File: src/rtl/multicycle_ctrl_if.sv
// Controller <-> datapath bundle for the multicycle controller.
// master: datapath side (drives instruction fields and ALU zero flag)
// slave : controller side (drives strobes, selects, debug state)
//   op, funct      instruction register fields
//   zero           ALU zero flag, current cycle
//   iord..extop    single-bit datapath strobes / selects
//   alusrcb, pcsrc 2-bit mux selects
//   pcen           PC write enable
//   alucontrol     ALU operation
//   illegal        illegal-opcode indication
//   state          FSM state, for debug
interface multicycle_ctrl_if;
  logic [5:0] op;
  logic [5:0] funct;
  logic       zero;
  logic       iord;
  logic       memwrite;
  logic       irwrite;
  logic       regdst;
  logic       memtoreg;
  logic       regwrite;
  logic       alusrca;
  logic       extop;
  logic [1:0] alusrcb;
  logic [1:0] pcsrc;
  logic       pcen;
  logic [2:0] alucontrol;
  logic       illegal;
  logic [3:0] state;

  modport master (
    output op, funct, zero,
    input  iord, memwrite, irwrite, regdst, memtoreg, regwrite, alusrca, extop,
    input  alusrcb, pcsrc, pcen, alucontrol, illegal, state
  );

  modport slave (
    input  op, funct, zero,
    output iord, memwrite, irwrite, regdst, memtoreg, regwrite, alusrca, extop,
    output alusrcb, pcsrc, pcen, alucontrol, illegal, state
  );
endinterface

File: src/rtl/multicycle_ctrl.sv
// Multicycle MIPS-style main controller: Moore FSM with registered strobes,
// combinational PC enable and ALU control decode.
// Ports:
//   clk    rising-edge clock
//   reset  synchronous active-low reset
//   bus    multicycle_ctrl_if.slave (instruction fields in, strobes out)
// Parameters:
//   EXT_OPS       1 enables ORI/BNE, 0 treats them as illegal
//   TRAP_ILLEGAL  1 locks in ERROR on an illegal op, 0 skips and refetches
//
// state   | meaning
// FETCH   | 0  read instruction, PC += 4
// DECODE  | 1  register read, branch target into ALUOut
// MEMADR  | 2  load/store address
// MEMRD   | 3  load data read
// MEMWB   | 4  load writeback
// MEMWR   | 5  store write
// RTYPEEX | 6  R-type execute
// RTYPEWB | 7  R-type writeback
// BEQEX   | 8  branch if equal
// ADDIEX  | 9  addi execute
// ADDIWB  | 10 immediate writeback (addi/ori)
// JEX     | 11 jump
// ORIEX   | 12 ori execute
// BNEEX   | 13 branch if not equal
// ERROR   | 14 illegal-op trap, held until reset
module multicycle_ctrl #(
  parameter bit EXT_OPS      = 1'b1,
  parameter bit TRAP_ILLEGAL = 1'b1
) (
  input logic           clk,
  input logic           reset,
  multicycle_ctrl_if.slave bus
);

  typedef enum logic [3:0] {
    FETCH   = 4'd0,  DECODE  = 4'd1,  MEMADR = 4'd2,  MEMRD  = 4'd3,
    MEMWB   = 4'd4,  MEMWR   = 4'd5,  RTYPEEX = 4'd6, RTYPEWB = 4'd7,
    BEQEX   = 4'd8,  ADDIEX  = 4'd9,  ADDIWB = 4'd10, JEX    = 4'd11,
    ORIEX   = 4'd12, BNEEX   = 4'd13, ERROR  = 4'd14
  } state_t;

  localparam logic [5:0] OP_R    = 6'b000000;
  localparam logic [5:0] OP_LW   = 6'b100011;
  localparam logic [5:0] OP_SW   = 6'b101011;
  localparam logic [5:0] OP_BEQ  = 6'b000100;
  localparam logic [5:0] OP_ADDI = 6'b001000;
  localparam logic [5:0] OP_J    = 6'b000010;
  localparam logic [5:0] OP_ORI  = 6'b001101;
  localparam logic [5:0] OP_BNE  = 6'b000101;

  typedef struct packed {
    logic       iord;
    logic       memwrite;
    logic       irwrite;
    logic       regdst;
    logic       memtoreg;
    logic       regwrite;
    logic       alusrca;
    logic       extop;
    logic [1:0] alusrcb;
    logic [1:0] pcsrc;
    logic [1:0] aluop;
    logic       pcwrite;
    logic       branch;
    logic       bne;
  } ctl_t;

  state_t cur, nxt;
  ctl_t   ctl;
  logic   op_legal;

  function automatic ctl_t moore_outs(state_t s);
    ctl_t c;
    c = '0;
    case (s)
      FETCH:   begin c.alusrcb = 2'b01; c.irwrite = 1'b1; c.pcwrite = 1'b1; end
      DECODE:  c.alusrcb = 2'b11;
      MEMADR:  begin c.alusrca = 1'b1; c.alusrcb = 2'b10; end
      MEMRD:   c.iord = 1'b1;
      MEMWB:   begin c.memtoreg = 1'b1; c.regwrite = 1'b1; end
      MEMWR:   begin c.iord = 1'b1; c.memwrite = 1'b1; end
      RTYPEEX: begin c.alusrca = 1'b1; c.aluop = 2'b10; end
      RTYPEWB: begin c.regdst = 1'b1; c.regwrite = 1'b1; end
      BEQEX:   begin c.alusrca = 1'b1; c.aluop = 2'b01; c.pcsrc = 2'b01; c.branch = 1'b1; end
      BNEEX:   begin c.alusrca = 1'b1; c.aluop = 2'b01; c.pcsrc = 2'b01; c.bne = 1'b1; end
      ADDIEX:  begin c.alusrca = 1'b1; c.alusrcb = 2'b10; end
      ORIEX:   begin c.alusrca = 1'b1; c.alusrcb = 2'b10; c.aluop = 2'b11; c.extop = 1'b1; end
      ADDIWB:  c.regwrite = 1'b1;
      JEX:     begin c.pcsrc = 2'b10; c.pcwrite = 1'b1; end
      default: c = '0;
    endcase
    return c;
  endfunction

  always_comb begin
    op_legal = 1'b0;
    case (bus.op)
      OP_R, OP_LW, OP_SW, OP_BEQ, OP_ADDI, OP_J: op_legal = 1'b1;
      OP_ORI, OP_BNE:                            op_legal = EXT_OPS;
      default:                                   op_legal = 1'b0;
    endcase
  end

  always_comb begin
    nxt = FETCH;
    case (cur)
      FETCH:  nxt = DECODE;
      DECODE: begin
        if (!op_legal) nxt = TRAP_ILLEGAL ? ERROR : FETCH;
        else begin
          case (bus.op)
            OP_LW, OP_SW: nxt = MEMADR;
            OP_R:         nxt = RTYPEEX;
            OP_BEQ:       nxt = BEQEX;
            OP_ADDI:      nxt = ADDIEX;
            OP_J:         nxt = JEX;
            OP_ORI:       nxt = ORIEX;
            OP_BNE:       nxt = BNEEX;
            default:      nxt = FETCH;
          endcase
        end
      end
      MEMADR:         nxt = (bus.op == OP_SW) ? MEMWR : MEMRD;
      MEMRD:          nxt = MEMWB;
      RTYPEEX:        nxt = RTYPEWB;
      ADDIEX, ORIEX:  nxt = ADDIWB;
      ERROR:          nxt = ERROR;
      default:        nxt = FETCH;
    endcase
  end

  // Strobes are registered from the next state so they line up with the state register.
  always_ff @(posedge clk) begin
    if (!reset) begin
      cur <= FETCH;
      ctl <= moore_outs(FETCH);
    end else begin
      cur <= nxt;
      ctl <= moore_outs(nxt);
    end
  end

  always_comb begin
    bus.alucontrol = 3'b010;
    case (ctl.aluop)
      2'b00: bus.alucontrol = 3'b010;
      2'b01: bus.alucontrol = 3'b110;
      2'b11: bus.alucontrol = 3'b001;
      default: begin
        case (bus.funct)
          6'b100000: bus.alucontrol = 3'b010;
          6'b100010: bus.alucontrol = 3'b110;
          6'b100100: bus.alucontrol = 3'b000;
          6'b100101: bus.alucontrol = 3'b001;
          6'b101010: bus.alucontrol = 3'b111;
          default:   bus.alucontrol = 3'b000;
        endcase
      end
    endcase
  end

  assign bus.state    = cur;
  assign bus.iord     = ctl.iord;
  assign bus.regdst   = ctl.regdst;
  assign bus.memtoreg = ctl.memtoreg;
  assign bus.alusrca  = ctl.alusrca;
  assign bus.extop    = ctl.extop;
  assign bus.alusrcb  = ctl.alusrcb;
  assign bus.pcsrc    = ctl.pcsrc;
  // Write strobes are gated by reset so an aborted instruction cannot commit.
  assign bus.memwrite = ctl.memwrite & reset;
  assign bus.irwrite  = ctl.irwrite & reset;
  assign bus.regwrite = ctl.regwrite & reset;
  assign bus.pcen     = reset & (ctl.pcwrite | (ctl.branch & bus.zero) | (ctl.bne & ~bus.zero));
  // In skip mode the illegal flag is a pulse on the DECODE cycle that sees the bad op.
  assign bus.illegal  = reset & ((cur == ERROR) |
                                 ((cur == DECODE) & ~op_legal & ~TRAP_ILLEGAL));

endmodule

File: src/flat_wrapper.sv
// flat-port wrapper written by rule: the top's interface ports become plain ports
module multicycle_ctrl_flat 
#(
  parameter bit EXT_OPS      = 1'b1,
  parameter bit TRAP_ILLEGAL = 1'b1
)
  (clk, reset, bus_op, bus_funct, bus_zero, bus_iord, bus_memwrite, bus_irwrite, bus_regdst, bus_memtoreg, bus_regwrite, bus_alusrca, bus_extop, bus_alusrcb, bus_pcsrc, bus_pcen, bus_alucontrol, bus_illegal, bus_state);
  multicycle_ctrl_if bus_i ();
  input logic clk;
  input logic reset;
  input wire logic [$bits(bus_i.op)-1:0] bus_op;
  input wire logic [$bits(bus_i.funct)-1:0] bus_funct;
  input wire logic [$bits(bus_i.zero)-1:0] bus_zero;
  output wire logic [$bits(bus_i.iord)-1:0] bus_iord;
  output wire logic [$bits(bus_i.memwrite)-1:0] bus_memwrite;
  output wire logic [$bits(bus_i.irwrite)-1:0] bus_irwrite;
  output wire logic [$bits(bus_i.regdst)-1:0] bus_regdst;
  output wire logic [$bits(bus_i.memtoreg)-1:0] bus_memtoreg;
  output wire logic [$bits(bus_i.regwrite)-1:0] bus_regwrite;
  output wire logic [$bits(bus_i.alusrca)-1:0] bus_alusrca;
  output wire logic [$bits(bus_i.extop)-1:0] bus_extop;
  output wire logic [$bits(bus_i.alusrcb)-1:0] bus_alusrcb;
  output wire logic [$bits(bus_i.pcsrc)-1:0] bus_pcsrc;
  output wire logic [$bits(bus_i.pcen)-1:0] bus_pcen;
  output wire logic [$bits(bus_i.alucontrol)-1:0] bus_alucontrol;
  output wire logic [$bits(bus_i.illegal)-1:0] bus_illegal;
  output wire logic [$bits(bus_i.state)-1:0] bus_state;
  assign bus_i.op = bus_op;
  assign bus_i.funct = bus_funct;
  assign bus_i.zero = bus_zero;
  assign bus_iord = bus_i.iord;
  assign bus_memwrite = bus_i.memwrite;
  assign bus_irwrite = bus_i.irwrite;
  assign bus_regdst = bus_i.regdst;
  assign bus_memtoreg = bus_i.memtoreg;
  assign bus_regwrite = bus_i.regwrite;
  assign bus_alusrca = bus_i.alusrca;
  assign bus_extop = bus_i.extop;
  assign bus_alusrcb = bus_i.alusrcb;
  assign bus_pcsrc = bus_i.pcsrc;
  assign bus_pcen = bus_i.pcen;
  assign bus_alucontrol = bus_i.alucontrol;
  assign bus_illegal = bus_i.illegal;
  assign bus_state = bus_i.state;
  multicycle_ctrl #(.EXT_OPS(EXT_OPS), .TRAP_ILLEGAL(TRAP_ILLEGAL)) u_core (.clk(clk), .reset(reset), .bus(bus_i));
endmodule
File: config.mk
export PLATFORM = sky130hd
export DESIGN_NAME = multicycle_ctrl_flat
export DESIGN_NICKNAME = d
export VERILOG_FILES = /design/src/rtl/multicycle_ctrl_if.sv /design/src/rtl/multicycle_ctrl.sv /design/src/flat_wrapper.sv
export SDC_FILE = /design/constraint.sdc
export NUM_CORES = 1
export LEC_CHECK = 0
export BUFFER_PORTS_ARGS = -buffer_cell sky130_fd_sc_hd__buf_2
export CORE_MARGIN = 1
export CORE_UTILIZATION = 37
export DETAILED_ROUTE_END_ITERATION = 8
export HOLD_SLACK_MARGIN = 0.1
export PLACE_DENSITY = 0.66
export SYNTH_ARGS = -nofsm -noshare
export SYNTH_HDL_FRONTEND = slang
export SYNTH_SLANG_ARGS = --single-unit
File: constraint.sdc
create_clock -name clk -period 1.8 [get_ports clk]
set_input_delay 0 -clock clk [delete_from_list [all_inputs] [get_ports clk]]
set_output_delay 0 -clock clk [all_outputs]
set_load 0.01 [all_outputs]
==> flow_metrics.tcl, run 1 <==
set metrics [dict create \
    run_status "complete, but fails checks" \
    violations "design-rule violations, negative setup slack" \
    numCtsBuffers 3 \
    timing.final.crit_share_pct 100 \
    p_switching_mw 0.843 \
    mostFrequentLayoutCell "buf_2" \
    cts.sinks 21 \
    avgSynthCellArea_sq_um 8.47 \
    fin_hold_ws_ns 0.151 \
    internal_power_mw 1.28 \
    port_buffers 35 \
    fin_ws_ns -0.00223 \
    ys_types 39 \
    grt.overflow.total 0 \
    vdd_ir_drop_max_mv 0.646 \
    grt_pass1_vias 987 \
    diodes 0 \
    power_mw 2.12 \
    routedWlPerCell_um 12.2 \
    synth_ff_type "dfxtp_1" \
    clock_power_share_pct 10.7 \
    die_h_um 57.0 \
    vias_per_cell 5.19 \
    dr.pass1.iters 6 \
    finalMaxSlewViolations 0 \
    period_needed_ns 1.80 \
    num_vias 1059 \
    syn_to_final_growth_pct 26.4 \
    initial_utilization_pct 39.9 \
    finalSetupViolCount 1 \
    drt_iter0_markers 42 \
    relSlewSlack_pct 73.3 \
    switching_share_pct 39.7 \
    routed_wl_um 2490 \
    gp_congestion 0.885 \
    drv_cap 0 \
    grt.total_usage_pct 16.8 \
    hold_violations 0 \
    core_sq_um 2810 \
    hold_path.class "input pin to flop" \
    worstPathMaxFanout 6 \
    fp.dieW_um 57.0 \
    required_ns 2.03 \
    arrival_ns 2.04 \
    drc_errors 6 \
    cts_buffer_depth 2 \
    cts_root_buffer "clkbuf_4" \
    postLayoutCoreUtil_pct 50.4 \
    die-area_sq_um 3250 \
    tritoncts "done" \
    grt_pass1_wl_um 4280 \
    synth_edf_count 0 \
    dp_hpwl_um 1890 \
    power.density_nw_per_um2 1500 \
    fmax_mhz 555 \
    antenna_found_initial 0 \
    rsz0062_at_grt "true" \
    critPathSlowestCell "or4b_4" \
    worstSkewPairLatency_ns 0.31 \
    stdcell_count 204 \
    syn_nets 147 \
    criticalPathCategory "flop to flop" \
    p_seq_share_pct 32.0 \
    cts.clk_slew.worst_paths_ns 0.11 \
    crit_path_max_incr_delay_ns 0.53 \
    std_cell_rows 19 \
    h-tree-depth 1 \
    worstMarginPinSlew_ns 0.400 \
    ys_ff_latch 21 \
    layout_common_cells "buf_2 (35), nor2_1 (17), dfxtp_1 (17)" \
    p_comb_share_pct 57.3 \
    ant_nets 0 \
    leakagePower_nw 0.626 \
    grt_max_degree 13 \
    yosysWarnings 0 \
    dp_cells 197 \
    fin_skew_ns 0.00287 \
    layout-drive-gt1-share_pct 42.8 \
    synthArstFlopShare_pct 0 \
    end_kind "flop" \
    syn_area_sq_um 1120 \
    io_pins 36 \
    synthCells 132 \
    crit_chain "or4b_4 > a21oi_2 > a32oi_2 > nand2b_4 > or4_4 > o31ai_2" \
    fin_nets 189 \
    setup_tns_ns -0.00223 \
    ys_seq_area_share_pct 37.6 \
    crit_path_start_kind "flop" \
]
## synthesized netlist by cell type, types with 3 or more instances
master	count	area share (%)
a21oi_1	4	1.8
and2_1	4	2.2
buf_2	4	1.8
buf_4	6	4.0
buf_6	3	3.0
dfxtp_1	21	38
inv_1	5	1.7
nand2_1	8	2.7
nand3_1	6	2.7
nor2_1	17	5.7
nor2b_1	3	1.7
nor3_1	5	2.2
nor4_1	3	1.7
o21ai_0	5	2.2
o31ai_1	3	2.0
xnor2_1	6	4.7
## timing repair
| action | 4_1_cts | 5_1_grt |
|---|---|---|
| resized for setup | 5 | 6 |
| endpoints found under the hold margin | 8 | 0 |
| hold buffers | 1 | 0 |
| pin swaps | 0 | 4 |
| buffers inserted | 2 | 0 |
| setup endpoints to repair | 5 | 12 |
## power by group through the flow
stage	clock (mW)	combinational [mW]	sequential, mW
global placement	0	1.12	0.675
floorplan	0	0.796	0.682
detailed placement	0	1.13	0.683
global route	0.254	1.35	0.696
finish	0.227	1.22	0.679
CTS	0.225	1.19	0.674
## critical path: cells and delay by family, from the launching register on
family             cells  cell delay [ns]
AOI/OAI and AO/OA      3             0.26
DFF                    1             0.37
and+or+nand+nor        3             1.09
## metal layers
metal	vias to the layer above	wire length, um	GRT usage (%)
met5	-	0	0
met4	0	53	8.71
met3	5	122	2.72
met2	35	1260	30.8
met1	482	1050	18.7
li1	537	-	-
## final timing paths
check,start,end,slack (ns),cells past startpoint
hold reg to reg,u_core.bus.state[1]$_SDFF_PN0_,u_core.ctl[11]$_SDFF_PN0_,0.69,3
setup reg to reg,u_core.bus.state[2]$_SDFF_PN0_,u_core.bus.alusrcb[1]$_SDFF_PN0_,-0.002,6
hold / removal,bus_op[4],u_core.bus.state[3]$_SDFF_PN0_,0.15,5
setup / recovery,u_core.bus.state[2]$_SDFF_PN0_,u_core.bus.alusrcb[1]$_SDFF_PN0_,-0.002,6
## metrics by stage
step                instance area [sq um]  setup WS [ns]
finish                               1410       -0.00223
global route                         1410        -0.0704
floorplan                            1120        -0.0781
CTS                                  1390       -0.00683
detailed placement                   1330        -0.0291
global placement                     1330         0.0295
## registers in the layout, indices dropped and copies added (netlist names), 2 cells and up
name / cells
u_core.bus.pcsrc: 2
u_core.bus.state: 4
u_core.bus.alusrcb: 2
u_core.ctl: 8
## cells by family after synthesis
| group | count (synthesis) | synth area share (%) |
|---|---|---|
| flops | 21 | 37.6 |
| compound gates | 23 | 15.0 |
| simple gates | 60 | 28.5 |
| mux | 3 | 2.91 |
| buf+inv | 18 | 10.5 |
| xor+xnor | 7 | 5.48 |
## cell type report
type                       count  area (sq um)
fill                         279          1390
multi-input combinational     93           604
sequential                    21           430
timing repair buffer          50           290
tap                           31          38.8
clock buffer                   3          22.5
inverter                       5          22.5
clock inverter                 1          5.00
(Power assumes the default switching activity.)
==> run 2: changes to the inputs <==
Settings changed: PLACE_DENSITY 0.66 to 0.63.
Clock period 1.8 ns to 1.84 ns, I/O delays scaled along.
==> run 2 against run 1 <==
The flow finishes with violations (design-rule violations). Combinational power up 9.8%. Non-clock buffer count grew 1. Clock power shrank 7%. Clock-buffer cell count is 1 higher. Sequential power down 2.9%. Register-to-register slack hardly changed. Worst setup slack improved by 0.0086 ns. Core utilization grew 1.7 points. Critical path type unchanged. Largest cell class unchanged.
==> flow_metrics.tcl, run 2 (synthesis results as in run 1) <==
set metrics [dict create \
    run_status "complete, but fails checks" \
    violations "design-rule violations" \
    drc_errors 5 \
    io_pins 36 \
    dpl-instance-area_sq_um 1290 \
    syn_to_final_growth_pct 30.5 \
    post-place-ws_ns 0.0182 \
    vdd_ir_drop_max_mv 0.827 \
    ant_nets 0 \
    h-tree-depth 1 \
    cts.clk_slew.worst_paths_ns 0.10 \
    finalSetupViolCount 0 \
    std_cell_rows 19 \
    r2r_end "u_core.bus.alusrcb[1]$_SDFF_PN0_" \
    final_area_sq_um 1460 \
    timing.final.crit_share_pct 99.7 \
    grt.overflow.total 0 \
    layout-drive-gt1-share_pct 43.4 \
    diodes 0 \
    fin_nets 191 \
    die-area_sq_um 3250 \
    gp_congestion 0.807 \
    worstMarginPinSlew_ns 0.535 \
    reg2reg_depth 6 \
    drt_iter0_markers 15 \
    tritoncts "done" \
    finalMaxSlewViolations 0 \
    stdcell_count 206 \
    port_buffers 35 \
    fmax_mhz 545 \
    required_ns 2.06 \
    relSlewSlack_pct 64.0 \
    grt_max_degree 14 \
    power.density_nw_per_um2 1510 \
    multi_input_area_sq_um 644 \
    grt.total_usage_pct 14.9 \
    leakagePower_nw 0.638 \
    hold_violations 0 \
    cts_buffer_depth 2 \
    cts_root_buffer "clkbuf_4" \
    top_register "u_core.ctl" \
    grt_pass1_vias 937 \
    fin_skew_ns 0.00257 \
    worstPathMaxFanout 5 \
    period_needed_ns 1.83 \
    worstHoldStart "bus_op[5]" \
    routed_wl_um 2670 \
    grt_pass1_wl_um 3880 \
    end_kind "flop" \
    fin_hold_ws_ns 0.291 \
    antenna_found_initial 0 \
    die_h_um 57.0 \
    crit_path_start_kind "flop" \
    core_sq_um 2810 \
    rrSetupSlack_ns 0.006 \
    criticalPathCategory "flop to flop" \
    timing.rr.start "u_core.bus.state[1]$_SDFF_PN0_" \
    layout_common_cells "buf_2 (35), dfxtp_1 (17), nor2_1 (16)" \
    fp.dieW_um 57.0 \
    arrival_ns 2.06 \
    min_delay_path_depth 5 \
    worstSkewPairLatency_ns 0.30 \
    seq_area_sq_um 430 \
    fillers 284 \
    fin_ws_ns 0.00641 \
    vias_per_cell 5.17 \
    min_to "u_core.bus.pcsrc[1]$_SDFF_PN0_" \
    cts.sinks 21 \
    num_vias 1066 \
    dp_cells 192 \
    numCtsBuffers 3 \
    largest_reg_flops 8 \
    dr.pass1.iters 6 \
    initial_utilization_pct 39.9 \
    rsz0062_at_grt "true" \
    routedWlPerCell_um 13.0 \
    dp_hpwl_um 1810 \
    hold_path.class "input pin to flop" \
    mostFrequentLayoutCell "buf_2" \
    drv_cap 0 \
]
[run 2: metrics by stage]
stage          power, mW  setup TNS, ns  utilization, %
2_1_floorplan       1.45        -0.0381               -
3_3_place_gp        1.69              0            45.9
3_5_place_dp        1.70              0            45.9
4_1_cts             1.93              0            47.3
5_1_grt             2.36         -0.138            52.1
6_report            2.21              0            52.1
[run 2: worst max-delay path by stage]
stage	startpoint	endpoint	slack, ns	cells after the start
floorplan	u_core.bus.state[2]$_SDFF_PN0_	u_core.bus.alusrcb[1]$_SDFF_PN0_	-0.04	7
global placement	u_core.bus.state[1]$_SDFF_PN0_	u_core.ctl[2]$_SDFF_PN1_	0.05	5
finish	u_core.bus.state[1]$_SDFF_PN0_	u_core.bus.alusrcb[1]$_SDFF_PN0_	0.006	6
CTS	u_core.bus.state[1]$_SDFF_PN0_	u_core.bus.alusrcb[1]$_SDFF_PN0_	0.01	6
detailed placement	u_core.bus.state[1]$_SDFF_PN0_	u_core.bus.alusrcb[1]$_SDFF_PN0_	0.02	6
global route	u_core.bus.state[1]$_SDFF_PN0_	u_core.bus.alusrcb[1]$_SDFF_PN0_	-0.05	6
[run 2: layout make-up]
| class | instances | share of cell area (%) |
|---|---|---|
| Clock buffer | 4 | 1.80 |
| Tap cell | 31 | 2.66 |
| Inverter | 5 | 1.54 |
| Multi-Input combinational cell | 94 | 44.1 |
| Timing Repair Buffer | 51 | 20.4 |
| Sequential cell | 21 | 29.5 |
[run 2: report_power, final]
group          internal, mW  switching (mW)
Clock                0.0845           0.126
Combinational         0.636           0.704
Sequential            0.589          0.0702
Total                  1.31           0.901
[run 2: per-layer routing]
layer | routed length, um | global-route usage (%) | vias to the layer above | part of all wire (%)
met5 | 0 | 0 | - | 0
met4 | 32 | 4.18 | 0 | 1.2
met3 | 151 | 2.95 | 4 | 5.6
met2 | 1320 | 27.1 | 30 | 49
met1 | 1170 | 17.8 | 488 | 44
li1 | - | - | 544 | -
[run 2: critical path, cell delays in order, from the launching register on]
cell	delay (ns)
dfxtp_4	0.37
or4b_4	0.53
a21oi_2	0.13
a32oi_2	0.07
nand2b_4	0.16
or4_4	0.44
o31ai_4	0.07
[run 2: timing repair]
| item | CTS | global route |
|---|---|---|
| endpoints found under the hold margin | 8 | 0 |
| gates cloned | 0 | 1 |
| hold buffers | 1 | 0 |
| setup endpoints to repair | 1 | 11 |
| pin swaps | 0 | 2 |
| setup buffers | 0 | 8 |
| gates resized for setup | 1 | 16 |
